File: src/rtl/clock_pkg.sv
// Shared definitions for the clock top level: BCD digit width and the alarm
// ringer state encoding, also used by the timekeeper and alarm-setting blocks.
package clock_pkg;
  localparam int BCD_W = 4;

  typedef enum logic [1:0] {
    IDLE    = 2'd0,
    ARMED   = 2'd1,
    RINGING = 2'd2,
    SNOOZE  = 2'd3
  } ring_state_e;
endpackage

File: src/rtl/alarm_ringer_if.sv
// Signal bundle between the clock top level (master) and the alarm ringer (slave).
interface alarm_ringer_if;
  import clock_pkg::*;

  // No valid/ready handshake here: sec_tick/min_tick are single-cycle strobes,
  // time/alarm digits and alarm_flag are levels, buttons are debounced levels
  // acted on at their rising edge, and all outputs are registered levels.
  logic             sec_tick;
  logic             min_tick;
  logic [BCD_W-1:0] hourten;
  logic [BCD_W-1:0] hour;
  logic [BCD_W-1:0] minten;
  logic [BCD_W-1:0] min;
  logic [BCD_W-1:0] alarm_hourten;
  logic [BCD_W-1:0] alarm_hour;
  logic [BCD_W-1:0] alarm_minten;
  logic [BCD_W-1:0] alarm_min;
  logic             alarm_flag;
  logic             btn_stop;
  logic             btn_snooze;
  logic             alarm_sound;
  logic             ringing;
  logic             snoozing;
  ring_state_e      dbg_state;

  modport master (
    output sec_tick, min_tick, hourten, hour, minten, min,
           alarm_hourten, alarm_hour, alarm_minten, alarm_min,
           alarm_flag, btn_stop, btn_snooze,
    input  alarm_sound, ringing, snoozing, dbg_state
  );

  modport slave (
    input  sec_tick, min_tick, hourten, hour, minten, min,
           alarm_hourten, alarm_hour, alarm_minten, alarm_min,
           alarm_flag, btn_stop, btn_snooze,
    output alarm_sound, ringing, snoozing, dbg_state
  );
endinterface

File: src/rtl/tone_gen.sv
// Square-wave tone source: toggles every CLK_HZ/(2*TONE_HZ) cycles while
// enabled, and is held at zero (counter and output) while disabled.
module tone_gen #(
  parameter int CLK_HZ  = 100_000_000,
  parameter int TONE_HZ = 2000
) (
  input  logic clk,
  input  logic rst_n,
  input  logic enable,
  output logic tone
);
  localparam int HALF  = CLK_HZ / (2 * TONE_HZ);
  localparam int CNT_W = $clog2(HALF);

  logic [CNT_W-1:0] cnt;

  always_ff @(posedge clk or negedge rst_n) begin
    if (!rst_n) begin
      cnt  <= '0;
      tone <= 1'b0;
    end else if (!enable) begin
      cnt  <= '0;
      tone <= 1'b0;
    end else if (cnt == CNT_W'(HALF - 1)) begin
      cnt  <= '0;
      tone <= ~tone;
    end else begin
      cnt <= cnt + 1'b1;
    end
  end
endmodule

File: src/rtl/alarm_ringer.sv
// Alarm ringer: matches the running BCD time against the alarm time at each
// minute rollover and drives a gated tone through a ring/snooze state machine.
module alarm_ringer
  import clock_pkg::*;
#(
  parameter int CLK_HZ      = 100_000_000,
  parameter int TONE_HZ     = 2000,
  parameter int RING_SECS   = 60,
  parameter int SNOOZE_MINS = 9
) (
  input  logic         CLK100MHZ,
  input  logic         btn_reset_n,
  alarm_ringer_if.slave bus
);
  localparam int RING_W = $clog2(RING_SECS + 1);
  localparam int SNZ_W  = $clog2(SNOOZE_MINS + 1);

  ring_state_e       state_q, state_d;
  logic [RING_W-1:0] ring_cnt_q, ring_cnt_d;
  logic [SNZ_W-1:0]  snooze_cnt_q, snooze_cnt_d;
  logic              beep_gate_q, beep_gate_d;
  logic              stop_q, snooze_q;
  logic              stop_edge, snooze_edge;
  logic              match;
  logic              tone;
  logic              sound_q, ringing_q, snoozing_q;

  assign stop_edge   = bus.btn_stop & ~stop_q;
  assign snooze_edge = bus.btn_snooze & ~snooze_q;
  assign match = ({bus.hourten, bus.hour, bus.minten, bus.min} ==
                  {bus.alarm_hourten, bus.alarm_hour, bus.alarm_minten, bus.alarm_min});

  always_comb begin
    state_d      = state_q;
    ring_cnt_d   = ring_cnt_q;
    snooze_cnt_d = snooze_cnt_q;
    beep_gate_d  = beep_gate_q;
    if (!bus.alarm_flag) begin
      state_d = IDLE;
    end else begin
      case (state_q)
        IDLE: state_d = ARMED;
        ARMED: begin
          if (bus.min_tick && match) begin
            state_d     = RINGING;
            ring_cnt_d  = '0;
            beep_gate_d = 1'b1;
          end
        end
        RINGING: begin
          // Button edges outrank the auto-off second tick.
          if (stop_edge) begin
            state_d = ARMED;
          end else if (snooze_edge) begin
            state_d      = SNOOZE;
            snooze_cnt_d = SNZ_W'(SNOOZE_MINS);
          end else if (bus.sec_tick) begin
            if (ring_cnt_q == RING_W'(RING_SECS - 1)) begin
              state_d = ARMED;
            end else begin
              ring_cnt_d  = ring_cnt_q + 1'b1;
              beep_gate_d = ~beep_gate_q;
            end
          end
        end
        SNOOZE: begin
          if (stop_edge) begin
            state_d = ARMED;
          end else if (bus.min_tick) begin
            snooze_cnt_d = snooze_cnt_q - 1'b1;
            if (snooze_cnt_q == SNZ_W'(1)) begin
              state_d     = RINGING;
              ring_cnt_d  = '0;
              beep_gate_d = 1'b1;
            end
          end
        end
        default: state_d = IDLE;
      endcase
    end
  end

  always_ff @(posedge CLK100MHZ or negedge btn_reset_n) begin
    if (!btn_reset_n) begin
      state_q      <= IDLE;
      ring_cnt_q   <= '0;
      snooze_cnt_q <= '0;
      beep_gate_q  <= 1'b0;
      stop_q       <= 1'b1;
      snooze_q     <= 1'b1;
      sound_q      <= 1'b0;
      ringing_q    <= 1'b0;
      snoozing_q   <= 1'b0;
    end else begin
      state_q      <= state_d;
      ring_cnt_q   <= ring_cnt_d;
      snooze_cnt_q <= snooze_cnt_d;
      beep_gate_q  <= beep_gate_d;
      stop_q       <= bus.btn_stop;
      snooze_q     <= bus.btn_snooze;
      // Decoding the next state lets a flag drop or snooze silence the pin on that same edge.
      sound_q      <= tone & beep_gate_q & (state_d == RINGING);
      ringing_q    <= (state_d == RINGING);
      snoozing_q   <= (state_d == SNOOZE);
    end
  end

  tone_gen #(
    .CLK_HZ (CLK_HZ),
    .TONE_HZ(TONE_HZ)
  ) u_tone_gen (
    .clk   (CLK100MHZ),
    .rst_n (btn_reset_n),
    .enable(state_q == RINGING),
    .tone  (tone)
  );

  assign bus.alarm_sound = sound_q;
  assign bus.ringing     = ringing_q;
  assign bus.snoozing    = snoozing_q;
  assign bus.dbg_state   = state_q;
endmodule

File: src/flat_wrapper.sv
// flat-port wrapper written by rule: the top's interface ports become plain ports
module alarm_ringer_flat import clock_pkg::*;
#(
  parameter int CLK_HZ      = 100_000_000,
  parameter int TONE_HZ     = 2000,
  parameter int RING_SECS   = 60,
  parameter int SNOOZE_MINS = 9
)
  (CLK100MHZ, btn_reset_n, bus_sec_tick, bus_min_tick, bus_hourten, bus_hour, bus_minten, bus_min, bus_alarm_hourten, bus_alarm_hour, bus_alarm_minten, bus_alarm_min, bus_alarm_flag, bus_btn_stop, bus_btn_snooze, bus_alarm_sound, bus_ringing, bus_snoozing, bus_dbg_state);
  alarm_ringer_if bus_i ();
  input  logic CLK100MHZ;
  input  logic btn_reset_n;
  input wire logic [$bits(bus_i.sec_tick)-1:0] bus_sec_tick;
  input wire logic [$bits(bus_i.min_tick)-1:0] bus_min_tick;
  input wire logic [$bits(bus_i.hourten)-1:0] bus_hourten;
  input wire logic [$bits(bus_i.hour)-1:0] bus_hour;
  input wire logic [$bits(bus_i.minten)-1:0] bus_minten;
  input wire logic [$bits(bus_i.min)-1:0] bus_min;
  input wire logic [$bits(bus_i.alarm_hourten)-1:0] bus_alarm_hourten;
  input wire logic [$bits(bus_i.alarm_hour)-1:0] bus_alarm_hour;
  input wire logic [$bits(bus_i.alarm_minten)-1:0] bus_alarm_minten;
  input wire logic [$bits(bus_i.alarm_min)-1:0] bus_alarm_min;
  input wire logic [$bits(bus_i.alarm_flag)-1:0] bus_alarm_flag;
  input wire logic [$bits(bus_i.btn_stop)-1:0] bus_btn_stop;
  input wire logic [$bits(bus_i.btn_snooze)-1:0] bus_btn_snooze;
  output wire logic [$bits(bus_i.alarm_sound)-1:0] bus_alarm_sound;
  output wire logic [$bits(bus_i.ringing)-1:0] bus_ringing;
  output wire logic [$bits(bus_i.snoozing)-1:0] bus_snoozing;
  output wire logic [$bits(bus_i.dbg_state)-1:0] bus_dbg_state;
  assign bus_i.sec_tick = bus_sec_tick;
  assign bus_i.min_tick = bus_min_tick;
  assign bus_i.hourten = bus_hourten;
  assign bus_i.hour = bus_hour;
  assign bus_i.minten = bus_minten;
  assign bus_i.min = bus_min;
  assign bus_i.alarm_hourten = bus_alarm_hourten;
  assign bus_i.alarm_hour = bus_alarm_hour;
  assign bus_i.alarm_minten = bus_alarm_minten;
  assign bus_i.alarm_min = bus_alarm_min;
  assign bus_i.alarm_flag = bus_alarm_flag;
  assign bus_i.btn_stop = bus_btn_stop;
  assign bus_i.btn_snooze = bus_btn_snooze;
  assign bus_alarm_sound = bus_i.alarm_sound;
  assign bus_ringing = bus_i.ringing;
  assign bus_snoozing = bus_i.snoozing;
  assign bus_dbg_state = bus_i.dbg_state;
  alarm_ringer #(.CLK_HZ(CLK_HZ), .TONE_HZ(TONE_HZ), .RING_SECS(RING_SECS), .SNOOZE_MINS(SNOOZE_MINS)) u_core (.CLK100MHZ(CLK100MHZ), .btn_reset_n(btn_reset_n), .bus(bus_i));
endmodule
File: config.mk
export PLATFORM = sky130hd
export DESIGN_NAME = alarm_ringer_flat
export DESIGN_NICKNAME = d
export VERILOG_FILES = /design/src/rtl/clock_pkg.sv /design/src/rtl/alarm_ringer_if.sv /design/src/rtl/tone_gen.sv /design/src/rtl/alarm_ringer.sv /design/src/flat_wrapper.sv
export SDC_FILE = /design/constraint.sdc
export NUM_CORES = 1
export LEC_CHECK = 0
export CAP_MARGIN = 20
export CELL_PAD_IN_SITES_DETAIL_PLACEMENT = 1
export CELL_PAD_IN_SITES_GLOBAL_PLACEMENT = 2
export CORE_MARGIN = 2
export CORE_UTILIZATION = 33
export DETAILED_ROUTE_END_ITERATION = 10
export PLACE_DENSITY_LB_ADDON = 0.1
export SLEW_MARGIN = 20
export SYNTH_ARGS = -nofsm -noshare
export SYNTH_HDL_FRONTEND = slang
export SYNTH_SLANG_ARGS = --single-unit
File: constraint.sdc
create_clock -name CLK100MHZ -period 3.5 [get_ports CLK100MHZ]
set_clock_uncertainty 0.15 [all_clocks]
set_input_delay 0.7 -clock CLK100MHZ [delete_from_list [all_inputs] [get_ports CLK100MHZ]]
set_output_delay 0.7 -clock CLK100MHZ [all_outputs]
set_load 0.02 [all_outputs]
**Yosys cells after proc, flatten, opt, wreduce, memory -nomap -nowiden**

Index checks and enable logic that the tools add are counted.

- Bits in registers: 34
- Bits of input ports: 39

- Add/subtract/negate cells: 3
- Equal/unequal tests: 19
- Mux-type cells: 37
- Bitwise logic cells: 8
- Reduce and logical (&&, ||, !) cells: 6

Operator list:

| cell | number |
|---|---|
| two-way mux 6 bit | 8 |
| two-way mux 15 bit | 2 |
| two-way mux 2 bit | 9 |
| one-hot mux 6 bit (3 select lines) | 1 |
| == test 16 bit | 1 |
| two-way mux 4 bit | 4 |
| adder 15 x 1 -> 15 bit, second input constant | 1 |
| == test 15 bit, second input constant | 1 |
| inequality test 2 bit, second input constant | 6 |
| two-way mux 1 bit | 10 |
| AND reduction 10 bit | 1 |
| == test 2 bit, second input constant | 4 |
| inequality test 2 x 1 -> 1 bit, second input constant | 4 |
| one-hot mux 2 bit (4 select lines) | 1 |
| one-hot mux 4 bit (2 select lines) | 1 |
| adder 6 x 1 -> 6 bit, second input constant | 1 |
| == test 6 bit, second input constant | 1 |
| AND reduction 6 bit | 1 |
| bitwise AND 1 bit | 4 |
| == test 4 x 1 -> 1 bit, second input constant | 1 |
| NOT 1 bit | 4 |
| subtractor 4 x 1 -> 4 bit, second input constant | 1 |
| one-hot mux 1 bit (3 select lines) | 1 |
| nonzero test 3 bit | 1 |
| other kinds (4) | 4 |

**Depth between registers and ports, before layout**

- Word-level depth: 9
- Depth in mapped cells: 7

**By module**

Synthesis repeated with hierarchy kept, for this count alone.

- Cell total of the unflattened synthesis: 206
- Area, all modules: 2020.7 um2

Modules (own cells, without submodules):

| module | instances | cells each | area an instance (um2) |
|---|---|---|---|
| alarm_ringer | 1 | 128 | 1191.1 |
| tone_gen | 1 | 78 | 829.5 |

**Worst setup path after synthesis**

OpenSTA, ideal clock, no wires.

- Path type: in2reg
- Start: in bus_alarm_min[0]
- End: reg u_core.ring_cnt_q[5]
- Arrival time: 1.669 ns
- Slack: 1.533 ns
- Cell stages on the path: 5
- Buffers on the path: 0
- Cells stage by stage: xor2_1 > nor4_1 > nand4_1 > o21ai_1 > a41oi_1

- Longest elaborated chain between the ends: 4

RTL lines:

| what | line | text |
|---|---|---|
| start: declaration | flat_wrapper.sv:22 | `input wire logic [$bits(bus_i.alarm_min)-1:0] bus_alarm_min;` |
| == test 16 bit | alarm_ringer.sv:30 | `assign match = ({bus.hourten, bus.hour, bus.minten, bus.min} ==` |
| logical AND 1 bit | alarm_ringer.sv:44 | `if (bus.min_tick && match) begin` |
| inequality test 2 x 1 -> 1 bit (no source line) | n/a |  |
| AND reduction 10 bit (no source line) | n/a |  |
| end signal: assignment | alarm_ringer.sv:96 | `ring_cnt_q <= ring_cnt_d;` |
| end: declaration | alarm_ringer.sv:19 | `logic [RING_W-1:0] ring_cnt_q, ring_cnt_d;` |

No other way between the ends.
A chain may end at the register's enable or synchronous reset.

**Worst setup path in the final report**

- Start: reg u_core.state_q[0], in the netlist u_core.bus.dbg_state[0]
- End: out bus_dbg_state[0]

RTL lines:

| what | line | text |
|---|---|---|
| start: declaration | alarm_ringer.sv:18 | `ring_state_e state_q, state_d;` |
| start signal: assignment | alarm_ringer.sv:95 | `state_q <= state_d;` |
| end: declaration | flat_wrapper.sv:29 | `output wire logic [$bits(bus_i.dbg_state)-1:0] bus_dbg_state;` |

No word-level cell between the ends.

==> impl_metrics.json <==
{
  "status": "finished clean",
  "drt_iter0_markers": 26,
  "cts-htree-levels": 2,
  "grt_pass1_wl_mm": 8.18,
  "fin_setup_tns_ns": 0,
  "tightest_slew_ns": 0.502,
  "drc": 0,
  "fin_crit_sh_pct": 69.6,
  "grt_max_degree": 35,
  "cts_setup_buffers": 0,
  "grt_use_total_pct": 15.9,
  "crit_chain": "clkdlybuf4s50_1",
  "setup.worst_path.end_class": "output port",
  "hp-start": "u_core.snooze_cnt_q[3]$_DFFE_PN0P_",
  "yosys_most_used_dff": "dfrtp_1",
  "hold_path_class": "register to register",
  "ys_seq_elements": 34,
  "slew_viol_final": 0,
  "dieArea_um2": 6750,
  "p_leak_uw": 0.00102,
  "max_stage_delay_ns": 0.69,
  "critPathLaunch": "u_core.bus.dbg_state[0]$_DFF_PN0_",
  "yosysMostFrequentCell": "dfrtp_1",
  "postSynthAreaPerCell_um2": 9.47,
  "yosysTopAreaCellShare_pct": 39.7,
  "slew_headroom_pct": 66.3,
  "yosysSeqAreaShare_pct": 42.3,
  "insertedDiodeCount": 0,
  "peakVddDrop_mv": 0.153,
  "cp_max_fo": 11,
  "clk_pin_slew_worst_paths_ns": 0.07,
  "drtPass1Iterations": 4,
  "fin_crit_ns": 2.44,
  "synth_cells": 213,
  "antenna_found_initial": 0,
  "synth_edf_count": 0,
  "hpwlAfterDp_mm": 3.79,
  "routed_wl_mm": 4.81,
  "cts_tree": "done",
  "start_util_pct": 34.1,
  "synth.largest_area_cell": "dfrtp_1",
  "cts_buffer_depth": 2,
  "final_net_count": 303,
  "numCtsBuffers": 5,
  "whs_ns": 0.335,
  "port-buffer-count": 43,
  "num_io_pins": 44,
  "die_w_um": 82.2,
  "path_buf_inv": 1,
  "gp_congestion": 0.730,
  "finalHoldViolations": 0,
  "dieHeight_um": 82.2,
  "gr-total-overflow": 0,
  "r2r_start": "u_core.ring_cnt_q[0]$_DFFE_PN0P_",
  "hold_buffers": 0,
  "clock.fmax_mhz": 410,
  "power.density_nw_per_um2": 317,
  "power_uw": 830,
  "synth_nets": 256,
  "setup_viol": 0,
  "rsz0062_at_grt": "false",
  "vias_per_cell": 5.03,
  "ctsResizeCount": 0,
  "cp.arrival_ns": 1.59,
  "antenna_left": 0,
  "wl_per_cell_um": 14.3,
  "coreArea_um2": 5920,
  "cp_top_family": "buffers and inverters",
  "insertion_delay_ns": 0.29,
  "netlist_top_cells_area": "dfrtp_1 40%, xor2_1 9.6%, nor2_1 4.5%",
  "cp_data_required_time_ns": 2.65,
  "cts_root_buf": "clkbuf_8",
  "synth_common_cells": "32 x dfrtp_1, 24 x nor2_1, 22 x xor2_1, 16 x nand2_1, 14 x nand3_1",
  "synthArstFlopShare_pct": 100,
  "grt_pass1_vias": 1762,
  "layout-drive-gt1-share_pct": 9.20,
  "clock_sinks": 34,
  "area_growth_pct": 29.7,
  "cp-start-kind": "register",
  "max_cap_viol_count": 0,
  "criticalPathCategory": "register to output port",
  "fp-row-count": 28,
  "critPathSlowestCell": "clkdlybuf4s50_1",
  "vias": 1691,
  "yosys_warnings": 0,
  "syn-cell-area_um2": 2020,
  "ys_types": 48
}
[cells by family (layout without fill, tap and decap cells)]
family / Yosys count / after routing / synth area share, %
fa+ha+maj: 4 / 4 / 2.48
xor+xnor: 30 / 30 / 13.0
flops: 34 / 34 / 42.3
compound gates: 33 / 33 / 11.1
simple gates: 102 / 102 / 28.5
buf+inv: 10 / 58 / 2.54
[routing by layer]
layer | GRT usage (%) | wire length, µm
met5 | 0 | 0
met4 | 6.00 | 77
met3 | 3.80 | 221
met2 | 25.9 | 2260
met1 | 20.2 | 2250
[final timing paths]
| check | end | slack [ns] | cells after the start |
|---|---|---|---|
| setup / recovery | bus_dbg_state[0] | 1.06 | 1 |
| hold / removal | u_core.snooze_cnt_q[3]$_DFFE_PN0P_ | 0.33 | 1 |
| setup reg to reg | u_core.beep_gate_q$_DFFE_PN0P_ | 1.55 | 6 |
| hold reg to reg | u_core.snooze_cnt_q[3]$_DFFE_PN0P_ | 0.33 | 1 |
| max in group asynchronous | u_core.stop_q$_DFF_PN1_ | 2.19 | 2 |
| min in group asynchronous | u_core.u_tone_gen.cnt[9]$_DFF_PN0_ | 0.68 | 2 |
[report_power, final]
group | internal, µW | switching, µW
combinational | 61.4 | 49.9
clock | 158 | 153
sequential | 399 | 8.08
total | 619 | 211
[layout make-up]
class	instances	area, µm²
sequential	34	853
clock buffer	6	82.6
fill	713	3310
inverter	6	22.5
tap	75	93.8
clock inverter	2	12.5
multi-input combinational	169	1110
timing repair buffer	44	438
[state kept, by name, indices dropped and copies added (netlist names)]
| name | flops |
|---|---|
| u_core.beep_gate_q | 1 |
| u_core.bus.alarm_sound | 1 |
| u_core.bus.dbg_state | 2 |
| u_core.bus.ringing | 1 |
| u_core.bus.snoozing | 1 |
| u_core.ring_cnt_q | 6 |
| u_core.snooze_cnt_q | 4 |
| u_core.snooze_q | 1 |
| u_core.stop_q | 1 |
| u_core.u_tone_gen.cnt | 15 |
| u_core.u_tone_gen.tone | 1 |
[through the flow]
stage	util [%]	std cells	instance area, µm²	setup WS [ns]
final	44.2	336	2620	1.06
after global routing	44.2	336	2620	0.948
after CTS	44.2	336	2620	1.03
after detailed placement	42.6	328	2520	0.738
after global placement	42.6	328	2520	0.786
after floorplan	-	213	2020	1.53
[placed cells by master, fill, tap and decap left out, types with 3 or more instances in the layout]
cell and count:
clkdlybuf4s50_1 43, dfrtp_1 32, nor2_1 24, xor2_1 22, nand2_1 16, nand3_1 14, nor3_1 12, xnor2_1 8
o21ai_0 7, nor4_1 7, inv_1 6, a21oi_1 6, clkbuf_8 6, nand2b_1 4, and3_1 4, a31oi_1 4
ha_1 4, o21a_1 3
Power figures use the tool's default switching activity.
